## src/rtl/alt_vipvfr121_read_burst_scheduler.sv

```systemverilog
// ---------------------------------------------------------------------------
// alt_vipvfr121_read_burst_scheduler
//
// Issues the Avalon-MM burst reads that fill the frame reader's packed-word
// FIFO. For each frame it walks from base_addr in bursts of at most BURST_MAX
// words. Before each command it reserves room in the FIFO, so returned data
// can never overflow the FIFO. At frame end, or after an abort, it waits for
// every in-flight word to be returned and consumed. It then pulses
// unpack_clear and reports completion with a one-cycle done pulse.
//
// Ports
//   clock            system clock, rising edge
//   reset_n          asynchronous active-low reset
//   start            one-cycle frame start, accepted only while idle
//   base_addr        frame byte address, sampled on an accepted start
//   frame_words      words in the frame, sampled on an accepted start
//   abort            one-cycle request to stop the current frame
//   busy             high from the accepted start until done
//   done             one-cycle end-of-frame pulse
//   aborted          qualifies done: the frame was aborted
//   av_address       burst start byte address
//   av_burstcount    burst length in words
//   av_read          read command, held while av_waitrequest is high
//   av_waitrequest   slave stall
//   av_readdatavalid one returned word, written into the FIFO
//   word_consumed    unpacker popped one word from the FIFO
//   unpack_clear     one-cycle pulse to the unpacker's clear input
// ---------------------------------------------------------------------------
module alt_vipvfr121_read_burst_scheduler #(
   parameter int ADDR_WIDTH     = 32,
   parameter int BYTES_PER_WORD = 16,
   parameter int BURST_MAX      = 32,
   parameter int FIFO_DEPTH     = 64,
   parameter int WORDS_WIDTH    = 24
) (
   input  logic                          clock,
   input  logic                          reset_n,
   input  logic                          start,
   input  logic [ADDR_WIDTH-1:0]         base_addr,
   input  logic [WORDS_WIDTH-1:0]        frame_words,
   input  logic                          abort,
   output logic                          busy,
   output logic                          done,
   output logic                          aborted,
   output logic [ADDR_WIDTH-1:0]         av_address,
   output logic [$clog2(BURST_MAX):0]    av_burstcount,
   output logic                          av_read,
   input  logic                          av_waitrequest,
   input  logic                          av_readdatavalid,
   input  logic                          word_consumed,
   output logic                          unpack_clear
);

   localparam int BC_W  = $clog2(BURST_MAX) + 1;
   localparam int CNT_W = $clog2(FIFO_DEPTH) + 1;

   // ST_FINISH is the cycle in which unpack_clear is high; done follows it.
   localparam logic [2:0] ST_IDLE        = 3'd0;
   localparam logic [2:0] ST_ISSUE       = 3'd1;
   localparam logic [2:0] ST_WAIT_ACCEPT = 3'd2;
   localparam logic [2:0] ST_DRAIN       = 3'd3;
   localparam logic [2:0] ST_CLEAR       = 3'd4;
   localparam logic [2:0] ST_FINISH      = 3'd5;

   logic [2:0]             state_r;
   logic [WORDS_WIDTH-1:0] remaining_r;
   logic [ADDR_WIDTH-1:0]  addr_r;
   logic [CNT_W-1:0]       outstanding_r;
   logic [CNT_W-1:0]       occupancy_r;
   logic                   abort_flag_r;
   logic                   busy_r;
   logic                   done_r;
   logic                   aborted_r;
   logic                   av_read_r;
   logic [ADDR_WIDTH-1:0]  av_address_r;
   logic [BC_W-1:0]        av_burstcount_r;
   logic                   unpack_clear_r;

   logic [BC_W-1:0]        len_s;
   logic [CNT_W:0]         credit_sum_s;
   logic                   credit_ok_s;
   logic                   accept_s;
   logic                   abort_pending_s;
   logic                   rdv_dec_s;
   logic                   cons_dec_s;
   logic [CNT_W-1:0]       inc_s;
   logic [CNT_W-1:0]       outstanding_nxt_s;
   logic [CNT_W-1:0]       occupancy_nxt_s;
   logic [WORDS_WIDTH-1:0] remaining_after_s;
   logic [ADDR_WIDTH-1:0]  addr_step_s;

   // Length of the next burst: a full burst, or the tail of the frame.
   always_comb begin
      len_s = {BC_W{1'b0}};
      if (remaining_r >= WORDS_WIDTH'(BURST_MAX)) begin
         len_s = BC_W'(BURST_MAX);
      end else begin
         len_s = remaining_r[BC_W-1:0];
      end
   end

   // Credit check: the burst must fit next to everything already reserved.
   always_comb begin
      credit_sum_s = {1'b0, occupancy_r} + (CNT_W + 1)'(len_s);
      credit_ok_s  = 1'b0;
      if (credit_sum_s <= (CNT_W + 1)'(FIFO_DEPTH)) begin
         credit_ok_s = 1'b1;
      end else begin
         credit_ok_s = 1'b0;
      end
   end

   assign accept_s          = (state_r == ST_WAIT_ACCEPT) && av_read_r && !av_waitrequest;
   assign abort_pending_s   = abort_flag_r | abort;
   // Decrements are guarded so stray strobes (e.g. data still returning
   // after a reset) cannot wrap the counters below zero.
   assign rdv_dec_s         = av_readdatavalid && (outstanding_r != {CNT_W{1'b0}});
   assign cons_dec_s        = word_consumed && (occupancy_r != {CNT_W{1'b0}});
   assign remaining_after_s = remaining_r - WORDS_WIDTH'(av_burstcount_r);
   assign addr_step_s       = ADDR_WIDTH'(av_burstcount_r) * ADDR_WIDTH'(BYTES_PER_WORD);

   // Net next value of both counters; an accepted burst is reserved at once.
   always_comb begin
      inc_s = {CNT_W{1'b0}};
      if (accept_s) begin
         inc_s = CNT_W'(av_burstcount_r);
      end else begin
         inc_s = {CNT_W{1'b0}};
      end
      outstanding_nxt_s = outstanding_r + inc_s - CNT_W'(rdv_dec_s);
      occupancy_nxt_s   = occupancy_r + inc_s - CNT_W'(cons_dec_s);
   end

   // In-flight and reserved word counters.
   always_ff @(posedge clock or negedge reset_n) begin
      if (!reset_n) begin
         outstanding_r <= {CNT_W{1'b0}};
         occupancy_r   <= {CNT_W{1'b0}};
      end else begin
         outstanding_r <= outstanding_nxt_s;
         occupancy_r   <= occupancy_nxt_s;
      end
   end

   // Frame sequencer and registered Avalon / status outputs.
   always_ff @(posedge clock or negedge reset_n) begin
      if (!reset_n) begin
         state_r         <= ST_IDLE;
         remaining_r     <= {WORDS_WIDTH{1'b0}};
         addr_r          <= {ADDR_WIDTH{1'b0}};
         abort_flag_r    <= 1'b0;
         busy_r          <= 1'b0;
         done_r          <= 1'b0;
         aborted_r       <= 1'b0;
         av_read_r       <= 1'b0;
         av_address_r    <= {ADDR_WIDTH{1'b0}};
         av_burstcount_r <= {BC_W{1'b0}};
         unpack_clear_r  <= 1'b0;
      end else begin
         done_r         <= 1'b0;
         aborted_r      <= 1'b0;
         unpack_clear_r <= 1'b0;
         case (state_r)
            ST_IDLE: begin
               if (start) begin
                  busy_r       <= 1'b1;
                  remaining_r  <= frame_words;
                  addr_r       <= base_addr;
                  abort_flag_r <= 1'b0;
                  if (frame_words == {WORDS_WIDTH{1'b0}}) begin
                     state_r <= ST_CLEAR;
                  end else begin
                     state_r <= ST_ISSUE;
                  end
               end
            end
            ST_ISSUE: begin
               if (abort) begin
                  abort_flag_r <= 1'b1;
                  state_r      <= ST_DRAIN;
               end else if (credit_ok_s) begin
                  av_read_r       <= 1'b1;
                  av_address_r    <= addr_r;
                  av_burstcount_r <= len_s;
                  state_r         <= ST_WAIT_ACCEPT;
               end
            end
            ST_WAIT_ACCEPT: begin
               // The command stays up until accepted, even if aborted.
               if (abort) begin
                  abort_flag_r <= 1'b1;
               end
               if (accept_s) begin
                  av_read_r   <= 1'b0;
                  remaining_r <= remaining_after_s;
                  addr_r      <= addr_r + addr_step_s;
                  if ((remaining_after_s != {WORDS_WIDTH{1'b0}}) && !abort_pending_s) begin
                     state_r <= ST_ISSUE;
                  end else begin
                     state_r <= ST_DRAIN;
                  end
               end
            end
            ST_DRAIN: begin
               if (abort) begin
                  abort_flag_r <= 1'b1;
               end
               if ((outstanding_r == {CNT_W{1'b0}}) && (occupancy_r == {CNT_W{1'b0}})) begin
                  state_r <= ST_CLEAR;
               end
            end
            ST_CLEAR: begin
               if (abort) begin
                  abort_flag_r <= 1'b1;
               end
               unpack_clear_r <= 1'b1;
               state_r        <= ST_FINISH;
            end
            ST_FINISH: begin
               done_r       <= 1'b1;
               aborted_r    <= abort_pending_s;
               busy_r       <= 1'b0;
               abort_flag_r <= 1'b0;
               state_r      <= ST_IDLE;
            end
            default: begin
               state_r      <= ST_IDLE;
               busy_r       <= 1'b0;
               av_read_r    <= 1'b0;
               abort_flag_r <= 1'b0;
            end
         endcase
      end
   end

   assign busy          = busy_r;
   assign done          = done_r;
   assign aborted       = aborted_r;
   assign av_read       = av_read_r;
   assign av_address    = av_address_r;
   assign av_burstcount = av_burstcount_r;
   assign unpack_clear  = unpack_clear_r;

endmodule

```

## config.mk

```make
export PLATFORM = sky130hd
export DESIGN_NAME = alt_vipvfr121_read_burst_scheduler
export DESIGN_NICKNAME = d
export VERILOG_FILES = /design/src/rtl/alt_vipvfr121_read_burst_scheduler.sv
export SDC_FILE = /design/constraint.sdc
export NUM_CORES = 1
export LEC_CHECK = 0
export BUFFER_PORTS_ARGS = -buffer_cell sky130_fd_sc_hd__buf_2
export CAP_MARGIN = 10
export CELL_PAD_IN_SITES_DETAIL_PLACEMENT = 1
export CELL_PAD_IN_SITES_GLOBAL_PLACEMENT = 2
export CORE_MARGIN = 8
export CORE_UTILIZATION = 30
export CTS_CLUSTER_DIAMETER = 200
export DETAILED_ROUTE_END_ITERATION = 8
export GPL_TIMING_DRIVEN = 0
export PLACE_DENSITY_LB_ADDON = 0.3
export SYNTH_ARGS = -nofsm -noshare
export SYNTH_HDL_FRONTEND = slang
export SYNTH_SLANG_ARGS = --single-unit
```

## constraint.sdc

```tcl
create_clock -name clock -period 8.2 [get_ports clock]
set_input_delay 1.23 -clock clock [delete_from_list [all_inputs] [get_ports clock]]
set_output_delay 1.23 -clock clock [all_outputs]
set_load 0.01 [all_outputs]
```

# After elaboration in Yosys (flattened, before gate mapping)
# Cells that the tools add are included.
dict set report totals {
  regBits 117
  inputBits 63
  word_cells 91
}
dict set report op_classes {
  addsub 7
  n_lt_le_gt_ge 2
  eq_ne 12
  n_mux 29
  bitwise_logic 4
  reduce_logical 24
}
# operator count
set op_table {}
lappend op_table {{$mux 32} 2}
lappend op_table {{$pmux 32 s2} 1}
lappend op_table {{$mux 24} 2}
lappend op_table {{$pmux 24 s2} 1}
lappend op_table {{$add 32x10->32} 1}
lappend op_table {{$ge 24x6->1 const B} 1}
lappend op_table {{$logic_not 24->1} 1}
lappend op_table {{$reduce_bool 24->1} 1}
lappend op_table {{$sub 24x6->24} 1}
lappend op_table {{$mux 3} 6}
lappend op_table {{$pmux 3 s5} 1}
lappend op_table {{$add 7x7->7} 2}
lappend op_table {{$logic_not 7->1} 2}
lappend op_table {{$reduce_bool 7->1} 2}
lappend op_table {{$sub 7x1->7} 2}
lappend op_table {{$mux 6} 2}
lappend op_table {{$mux 1} 10}
lappend op_table {{$ne 2x2->1 const B} 5}
lappend op_table {{$add 7x6->8} 1}
lappend op_table {{$le 8x7->1 const B} 1}
lappend op_table {{$reduce_and 4->1} 2}
lappend op_table {{$reduce_or 4->1} 2}
lappend op_table {{$eq 3x2->1 const B} 2}
lappend op_table {{$eq 3x3->1 const B} 2}
lappend op_table {{14 further kinds} 25}

# Logic depth before layout (Yosys ltp)
dict set report depth {
  depth_word 8
  depth_mapped 18
  ltp_nobuf 16
}

# Worst setup path after synthesis
# No wires, ideal clock.
dict set report synth_path {
  path_kind {reg-to-reg}
  start {reg remaining_r[9]}
  end {reg av_address_r[28], in the netlist av_address[28]}
  arrival_time_ns 4.971
  t_required_ns 8.072
  setup_slack_ns 3.101
  stages_incl_launch_ff 18
  n_path_buf 3
  path_cell_list {dfrtp_1 clkbuf_1 or3_1 or3_1 or4_1 nor3_1 inv_1 nor2_1 ha_1 fa_1 or3_1 a221o_1 or4b_4 a31oi_2 nor3b_4 buf_6 buf_6 mux2_1}
}
dict set report synth_between {
  elab_chain_cells 6
}
# item line_no
set synth_lines {}
lappend synth_lines {{from (decl)} 66} ;# logic [WORDS_WIDTH-1:0] remaining_r;
lappend synth_lines {{from (signal assigned)} 149} ;# remaining_r <= {WORDS_WIDTH{1'b0}};
lappend synth_lines {{from (signal assigned)} 167} ;# remaining_r <= frame_words;
lappend synth_lines {{from (signal assigned)} 195} ;# remaining_r <= remaining_after_s;
lappend synth_lines {{$ge 24x6->1} 95} ;# if (remaining_r >= WORDS_WIDTH'(BURST_MAX)) begin
lappend synth_lines {{$mux 6} 95}
lappend synth_lines {{net len_s[5]} 79} ;# logic [BC_W-1:0] len_s;
lappend synth_lines {{$add 7x6->8} 104} ;# credit_sum_s = {1'b0, occupancy_r} + (CNT_W + 1)'(len_s);
lappend synth_lines {{$le 8x7->1} 106} ;# if (credit_sum_s <= (CNT_W + 1)'(FIFO_DEPTH)) begin
lappend synth_lines {{$mux 1} 106}
lappend synth_lines {{$reduce_and 3->1 (no source line)} n/a}
lappend synth_lines {{to (signal assigned)} 156} ;# av_address_r <= {ADDR_WIDTH{1'b0}};
lappend synth_lines {{to (signal assigned)} 183} ;# av_address_r <= addr_r;
lappend synth_lines {{to (decl)} 75} ;# logic [ADDR_WIDTH-1:0] av_address_r;
# The timed path passes the listed nets, and every way through them passes these cells.
# A chain may end at the register's enable or synchronous reset.

# Final worst setup path
dict set report layout_path {
  start {reg remaining_r[9]}
  end {reg av_address_r[26], in the netlist av_address[26]}
}
# Same word-level chain as after synthesis.

==> summary.md <==
| Metric | Value |
|---|---|
| Status | `finished, final reports clean` |
| Sink Count | `117` |
| Antenna Nets Post-Route | `0` |
| Post-route cell area | `a little under 9000 sq um` |
| Die Area | `29600 sq um` |
| Num CTS Buffers | `17` |
| Setup slack after placement | `2.11 ns` |
| Layout area overhead | `21.2%` |
| Root Driver | `clkbuf_16` |
| Synth area leader | `dfrtp_1` |
| Clock skew | `0.0119 ns` |
| Asr flop ratio synth | `between 90% and 100%` |
| Cells after synthesis | `about 800` |
| Peak supply drop | `between 0.1 and 0.15 mV` |
| Setup WS post-layout | `approximately 2.1 ns` |
| Worst slew pin tran | `0.948 ns` |
| Most numerous cell in the Yosys netlist | `dfrtp_1` |
| IO Pins | `106` |
| Final WL | `around 26000 um` |
| Mean post-synth cell area | `9.17 sq um` |
| Final setup fails | `0` |
| Setup tns final | `0 ns` |
| Total GRT Usage | `18.4%` |
| Critical path capture point type | `flop` |
| Synth Register Bits | `about 120` |
| Initial antenna violation count | `2` |
| Critical-path cell list | `clkbuf_1, or3_1, or3_1, or4_1, nor3_1, inv_1, nor2_1, ha_1, a211oi_1, o21bai_1, a221o_1, or4b_4, a31oi_2, nor3b_4, buf_6, buf_6, mux2_1` |
| LEAKAGE | `3.83 nW` |
| Crit path time final | `just over 6 ns` |
| Slew Viols, Final | `0` |
| Residual DRC count | `0` |
| Initial detailed-routing violation count | `369` |
| GPL Wtd Cong | `0.841` |
| Crit Path Class | `reg2reg` |
| Postcts setup bufs | `0` |
| FP Rows | `57` |
| Worst-path clk slew | `0.06 ns` |
| Top-area cell type share of the netlist area | `between 40% and 50%` |
| WP data required | `around 8.5 ns` |
| Die Height | `between 150 and 200 um` |
| Largest net degree at the start of global routing | `63` |
| Grt total ovfl | `0` |
| First-pass GRT wire length | `41300 um` |
| Final #Nets | `a little over 1000` |
| Worst-skew pair later-pin latency | `0.43 ns` |
| DP Area | `between 8000 and 9000 sq um` |
| Hold slack | `0.471 ns` |
| Via-to-Cell Ratio | `5.25` |
| Count of different cell masters after synthesis | `67` |
| Post-synthesis sequential area ratio | `40.1%` |
| Share of post-route cells with drive strength above 1 | `around a fifth` |
| # fillers | `2876` |
| RSZ-0062 raised after global routing | `no` |
| Hold Buf Count CTS | `0` |
| Core Area | `24100 sq um` |
| CP startpoint kind | `flop` |
| Multi-input logic area | `3960 sq um` |
| Clock Tree Buf Depth | `2` |
| CTS HTree Levels | `4` |
| Maxcap violations | `0` |
| Crit-path max cell delay | `0.55 ns` |
| CTS tree | `done` |
| Vias | `6609` |
| Antenna diode count | `0` |
| Syn_nets | `906` |
| Post-synth EDFFs | `0` |
| DRT Pass-1 Iters | `5` |
| HP Class | `reg2reg` |
| Initial Util | `30.3%` |
| Power per standard cell area | `390 nW/um^2` |
| Commonest cells in the netlist | `117 x dfrtp_1, 64 x nand2_1, 64 x nor2_1` |
| I/O Buffers | `105` |
| Total number of yosys warnings | `0` |
| Post-cts resize count | `0` |
| Top cells by area, synth | `dfrtp_1 40%, ha_1 7.2%, mux2_2 4.3%` |
| Final period util | `74.5%` |
| Crit path DAT | `6.40 ns` |
| Post-Synthesis Cell Area | `7300 sq um` |
| Fmax | `between 150 and 200 MHz` |
| Total Power | `0.00345 W` |
| Final hold vios | `0` |
| Cell at the slowest stage of the critical path | `nor3_1` |
| Post-DP HPWL | `19900 um` |
| Routed len/inst | `20.9 um` |
| Die Wd | `172 um` |
| Register cell area after layout | `2930 sq um` |
| Top FF cell, synth | `dfrtp_1` |
| Number of global-route vias before repair | `7063` |
| Slew margin rel. | `36.3%` |
| Max FO, Critical Path | `10` |
## worst max-delay path, delay by kind of cell, from the launching register on
family | cells | cell delay (ns)
AOI/OAI and AO/OA | 4 | 1.20
and+or+nand+nor | 7 | 3.01
buffers and inverters | 4 | 0.79
adders and majority gates | 1 | 0.28
DFF | 1 | 0.35
muxes | 1 | 0.34
## layer usage
layer	routed length (um)	track usage, %	vias to the layer above
met4	359	4.65	4
met1	12000	24.1	3301
li1	-	-	3142
met2	12600	30.5	134
met3	1340	3.93	28
met5	23	0	-
## sequential cells by signal (all words and copies together) (netlist names), 3 cells and up
name	count
av_burstcount	6
occupancy_r	7
state_r	3
addr_r	32
outstanding_r	7
remaining_r	24
av_address	32
## area by class of cell
type                       count  area share (%)
buffer                        41            1.99
multi-input combinational    576            44.8
clock buffer                  17            4.81
inverter                      62            2.63
tap                          324            4.58
timing repair buffer         106            6.32
sequential                   117            33.1
clock inverter                15            1.80
## cell usage in the layout, fill, tap and decap left out, types with 10 or more instances in the layout
| master | n |
|---|---|
| a21oi_1 | 60 |
| buf_2 | 104 |
| clkbuf_1 | 35 |
| clkbuf_16 | 17 |
| dfrtp_1 | 117 |
| ha_1 | 42 |
| inv_1 | 62 |
| mux2_1 | 10 |
| mux2_2 | 28 |
| nand2_1 | 64 |
| nand3_1 | 16 |
| nand4_1 | 13 |
| nor2_1 | 64 |
| nor2b_1 | 10 |
| nor3_1 | 13 |
| nor4_1 | 13 |
| o21ai_0 | 34 |
| o22ai_1 | 21 |
| xnor2_1 | 14 |
## worst paths after layout
check                      slack (ns)            from  cells after the start          endpoint
min in group asynchronous        0.77         reset_n                      1  outstanding_r[1]
max reg2reg                      2.09  remaining_r[9]                     17    av_address[26]
max                              2.09  remaining_r[9]                     17    av_address[26]
min reg2reg                      0.47       addr_r[2]                      2         addr_r[2]
max in group asynchronous        6.71         reset_n                      2    remaining_r[8]
min                              0.47       addr_r[2]                      2         addr_r[2]
## report_power, final
part           switching (W)  internal (W)
clock network       0.000297      0.000448
registers           0.000234      0.000848
logic               0.000964      0.000659
## cells by family after synthesis
| group | synth area share [%] |
|---|---|
| buf+inv | 5.61 |
| mux | 6.27 |
| compound gates | 19.9 |
| fa+ha+maj | 8.57 |
| simple gates | 17.0 |
| flops | 40.1 |
| xor+xnor | 2.52 |
## stage by stage
stage	cells	utilization [%]
3_3_place_gp	1225	34.1
6_report	1258	36.7
2_1_floorplan	796	-
3_5_place_dp	1226	34.3
4_1_cts	1258	36.7
5_1_grt	1258	36.7
Power figures use the tool's default switching activity.
